## config.mk

```make
export PLATFORM = sky130hd
export DESIGN_NAME = mutative_reconfig_ctrl
export DESIGN_NICKNAME = d
export VERILOG_FILES = /design/src/rtl/mutative_reconfig_ctrl.sv
export SDC_FILE = /design/constraint.sdc
export NUM_CORES = 1
export LEC_CHECK = 0
export ABC_AREA = 0
export CAP_MARGIN = 10
export CORE_MARGIN = 1
export CORE_UTILIZATION = 48
export CTS_CLUSTER_DIAMETER = 100
export DETAILED_ROUTE_END_ITERATION = 8
export PLACE_DENSITY = 0.82
export SYNTH_ARGS = -nofsm -noshare
export SYNTH_HDL_FRONTEND = slang
export SYNTH_SLANG_ARGS = --single-unit
```

## constraint.sdc

```tcl
create_clock -name clk -period 1.7 [get_ports clk]
set_input_delay 0.34 -clock clk [delete_from_list [all_inputs] [get_ports clk]]
set_output_delay 0.34 -clock clk [all_outputs]
set_load 0.005 [all_outputs]
```

## src/rtl/mutative_reconfig_ctrl.sv

```systemverilog
// Associativity reconfiguration sequencer for the mutative cache:
// drain, flush every line, commit the new setup, then cool down.
module mutative_reconfig_ctrl #(
   parameter int         SET_SIZE    = 16,
   parameter int         WAYS        = 4,
   parameter int         COOLDOWN    = 64,
   parameter logic [1:0] RESET_SETUP = 2'd0
) (
   input  logic                        clk,
   input  logic                        rst,
   input  logic                        setup_valid,
   input  logic                        setup_update,
   output logic                        setup_ready,
   output logic [1:0]                  setup,
   input  logic                        cache_idle,
   output logic                        stall,
   output logic [$clog2(SET_SIZE)-1:0] scan_set,
   output logic [$clog2(WAYS)-1:0]     scan_way,
   input  logic                        line_valid,
   input  logic                        line_dirty,
   output logic                        wb_req,
   input  logic                        wb_done,
   output logic                        inval_en,
   output logic [15:0]                 reconfig_count
);

   localparam int SW = $clog2(SET_SIZE);
   localparam int WW = $clog2(WAYS);
   localparam int IW = SW + WW;
   localparam int CW = $clog2(COOLDOWN + 1);
   localparam logic [IW-1:0] LAST = IW'(SET_SIZE * WAYS - 1);

   typedef enum logic [2:0] {
      S_IDLE,
      S_DRAIN,
      S_SCAN,
      S_WB,
      S_INVAL,
      S_COMMIT,
      S_COOL
   } state_t;

   state_t        r_state;
   state_t        w_next;
   logic          r_dir;
   logic [1:0]    r_setup;
   logic [IW-1:0] r_idx;
   logic [CW-1:0] r_cool;
   logic [15:0]   r_count;

   logic          w_illegal;
   logic          w_last;
   logic          w_dirty_hit;
   logic          w_idx_inc;

   assign w_illegal   = ((r_setup == 2'd3) && !setup_update) ||
                        ((r_setup == 2'd0) && setup_update);
   assign w_last      = (r_idx == LAST);
   assign w_dirty_hit = line_valid & line_dirty;

   assign setup          = r_setup;
   assign reconfig_count = r_count;
   assign scan_way       = r_idx[WW-1:0];
   assign scan_set       = r_idx[IW-1:WW];

   always_comb begin
      w_next      = r_state;
      stall       = 1'b0;
      wb_req      = 1'b0;
      inval_en    = 1'b0;
      setup_ready = 1'b0;
      w_idx_inc   = 1'b0;
      unique case (r_state)
         S_IDLE: begin
            if (setup_valid) begin
               if (w_illegal) setup_ready = 1'b1;
               else           w_next      = S_DRAIN;
            end
         end
         S_DRAIN: begin
            stall = 1'b1;
            if (cache_idle) w_next = S_SCAN;
         end
         S_SCAN: begin
            stall = 1'b1;
            if (w_dirty_hit) begin
               w_next = S_WB;
            end else begin
               inval_en = 1'b1;
               if (w_last) w_next    = S_COMMIT;
               else        w_idx_inc = 1'b1;
            end
         end
         S_WB: begin
            stall  = 1'b1;
            wb_req = 1'b1;
            if (wb_done) w_next = S_INVAL;
         end
         S_INVAL: begin
            stall    = 1'b1;
            inval_en = 1'b1;
            if (w_last) begin
               w_next = S_COMMIT;
            end else begin
               w_idx_inc = 1'b1;
               w_next    = S_SCAN;
            end
         end
         S_COMMIT: begin
            stall       = 1'b1;
            setup_ready = 1'b1;
            w_next      = S_COOL;
         end
         S_COOL: begin
            if (r_cool <= CW'(1)) w_next = S_IDLE;
         end
         default: w_next = S_IDLE;
      endcase
   end

   always_ff @(posedge clk) begin
      if (rst) begin
         r_state <= S_IDLE;
         r_dir   <= 1'b0;
         r_setup <= RESET_SETUP;
         r_idx   <= '0;
         r_cool  <= '0;
         r_count <= '0;
      end else begin
         r_state <= w_next;
         if (r_state == S_IDLE && setup_valid) r_dir <= setup_update;
         if (r_state == S_DRAIN && cache_idle) begin
            r_idx <= '0;
         end else if (w_idx_inc) begin
            r_idx <= r_idx + IW'(1);
         end else if (r_state == S_COMMIT) begin
            r_idx <= '0;
         end
         if (r_state == S_COMMIT) begin
            r_setup <= r_dir ? r_setup - 2'd1 : r_setup + 2'd1;
            if (r_count != 16'hFFFF) r_count <= r_count + 16'd1;
            r_cool  <= CW'(COOLDOWN);
         end else if (r_state == S_COOL && r_cool != '0) begin
            r_cool <= r_cool - CW'(1);
         end
      end
   end

endmodule

```

==> results.sh <==
export IMPL_clk_pin_slew_worst_paths_ns=0.08
export IMPL_required_ns=1.94
export IMPL_die_h_um=67.80
export IMPL_status="finished clean"
export IMPL_cp_slowest_cell="or4_1"
export IMPL_num_vias=2263
export IMPL_yosys_warnings=0
export IMPL_pre_cts_ws_ns=-0.4819
export IMPL_cts_root_buf="clkbuf_8"
export IMPL_place_hpwl_um=3852
export IMPL_grt_pass1_wl_um=8894
export IMPL_finClkSkew_ns=0.009145
export IMPL_grt_max_degree=14
export IMPL_crit_path_start_kind="register"
export IMPL_cts_buffer_depth=2
export IMPL_tns_ns=0
export IMPL_drtIter0Drc=159
export IMPL_rsz0062_at_grt="yes"
export IMPL_gr_total_overflow=0
export IMPL_wl_per_cell_um=16.15
export IMPL_hold_violations=0
export IMPL_drv_cap=0
export IMPL_crit_arrival_ns=1.94
export IMPL_port_buffer_count=35
export IMPL_ctsHtreeMaxLevel=2
export IMPL_synth_top_flop_cell="dfxtp_1"
export IMPL_syn_inst=247
export IMPL_antenna_cells=0
export IMPL_ctsHoldBuffers=0
export IMPL_min_path_type="input pin to register"
export IMPL_gp_congestion=0.8786
export IMPL_critPathMaxFanout=4
export IMPL_io_pins=36
export IMPL_viasPerCell=5.971
export IMPL_p_leak_uw=0.001145
export IMPL_relSlewSlack_pct=71.85
export IMPL_clock_sinks=35
export IMPL_drt_pass1_iterations=4
export IMPL_pwr_density_cell_mw_per_mm2=821.7
export IMPL_post_route_period_util_pct=99.86
export IMPL_setup_viol=0
export IMPL_cts_tree="done"
export IMPL_worstMarginPinSlew_ns=0.4187
export IMPL_clk_latency_ns=0.30
export IMPL_final_cell_mix="50 x buf_4, 30 x clkdlybuf4s50_1, 23 x dfxtp_1"
export IMPL_nets=341
export IMPL_endpoint_kind="register"
export IMPL_ys_types=53
export IMPL_vdd_ir_drop_max_v=0.0007207
export IMPL_async_flop_share_pct=0
export IMPL_start_util_pct=50.86
export IMPL_mostFrequentLayoutCell="buf_4"
export IMPL_numCtsBuffers=5
export IMPL_slowest_delay_ns=0.48
export IMPL_avgSynthCellArea_sq_um=8.414
export IMPL_path_class="register to register"
export IMPL_utilization_pct=74.13
export IMPL_seq_area_frac_synth_pct=33.71
export IMPL_path_cells="nand4_1 -> or2_2 -> or4_1 -> a21oi_1"
export IMPL_antenna_left=0
export IMPL_die_w_um=67.80
export IMPL_fin_ws_ns=0.002391
export IMPL_timing_hold_ws_ns=0.3875
export IMPL_num_rows=23
export IMPL_core_region_area_sq_mm=0.004086
export IMPL_syn_cell_area_sq_mm=0.002078
export IMPL_wl_um=6120
export IMPL_slew_violations=0
export IMPL_drive_gt1_share_pct=31.00
export IMPL_synth_edf_count=0
export IMPL_die_area_sq_mm=0.004597
export IMPL_areaGrowthSynthToFinish_pct=45.76
export IMPL_layout_min_cycle_time_ns=1.698
export IMPL_max_freq_mhz=589.1
export IMPL_grt_usage_pct=26.14
export IMPL_synthesis_nets=260
export IMPL_drc=0
export IMPL_antenna_found_initial=0
export IMPL_ys_ff_latch=35
export IMPL_grt_pass1_vias=2012
metrics by stage:
step | std cells | power [uW] | instance area [sq um]
final | 379 | 2489 | 3029
after global routing | 379 | 2619 | 3029
after CTS | 374 | 2410 | 2927
after detailed placement | 366 | 1762 | 2780
after global placement | 366 | 1742 | 2780
after floorplan | 247 | 1337 | 2081
cells in the mapped netlist (all sizes together) (3+ instances only):
master,count,area share [%]
nor2b,12,3.6
nand2b,4,1.2
a21oi,20,5.0
nor4,3,0.90
inv,14,2.5
o311ai,4,2.5
or4,9,3.4
o21ai,7,1.7
a211oi,5,1.8
mux2,8,4.3
nor3,5,1.2
o41ai,3,1.3
ha,5,3.0
nand2,14,2.5
clkbuf,5,0.90
o31ai,7,2.5
or2,3,0.90
nand4,7,2.8
buf,7,1.9
and3b,3,1.3
o211ai,5,1.8
dfxtp,35,34
xnor2,3,1.3
nor2,23,4.2
nand3,9,2.2
layout make-up:
class | instances | area (sq um)
Clock inverter | 3 | 20.02
Inverter | 14 | 52.55
Tap cell | 50 | 62.56
Multi-Input combinational cell | 186 | 1375
Timing Repair Buffer | 86 | 726.9
Clock buffer | 5 | 68.82
Sequential cell | 35 | 723.2
Fill cell | 279 | 1057
report_power, final:
part	total, uW	switching [uW]	internal [uW]
clock network	621	335	285
logic	910	434	476
registers	959	81.2	877
worst paths after layout:
kind	slack, ns	end	cells after the start	start
min reg2reg	0.50	r_cool[4]$_SDFFE_PP0P_	2	r_cool[4]$_SDFFE_PP0P_
max reg2reg	0.002	reconfig_count[15]$_SDFFE_PP0P_	4	reconfig_count[11]$_SDFFE_PP0P_
max	0.002	reconfig_count[15]$_SDFFE_PP0P_	4	reconfig_count[11]$_SDFFE_PP0P_
min	0.39	r_dir$_SDFFE_PP0P_	3	setup_update
logic make-up after synthesis:
| logic type | Yosys count | share of synthesized area, % |
|---|---|---|
| fa+ha+maj | 5 | 3.010 |
| flops | 35 | 33.71 |
| mux | 10 | 5.298 |
| compound gates | 64 | 22.82 |
| xor+xnor | 5 | 2.108 |
| buf+inv | 26 | 5.358 |
| simple gates | 102 | 27.69 |
critical path: cells and delay by family, from the launching register on:
kind / cells / cell delay, ns
simple gates: 3 / 1.11
compound gates: 1 / 0.14
flops: 1 / 0.39
registers in the layout, indices dropped and copies added, names as in the netlist:
name,cells
r_state,3
r_idx,6
setup,2
reconfig_count,16
r_dir,1
r_cool,7
routing by layer:
metal  GRT usage [%]  vias up  routed length, um
met5               0        -                  0
met4           10.16        0                104
met3           6.419        9                355
met2           44.68       91               3087
met1           31.14     1083               2572
li1                -     1080                  -
what timing repair did:
action | in CTS | in global routing
pin swaps | 1 | 7
gates resized for setup | 25 | 25
endpoints found under the setup margin | 7 | 21
setup buffers | 0 | 5
(Power assumes the default switching activity.)
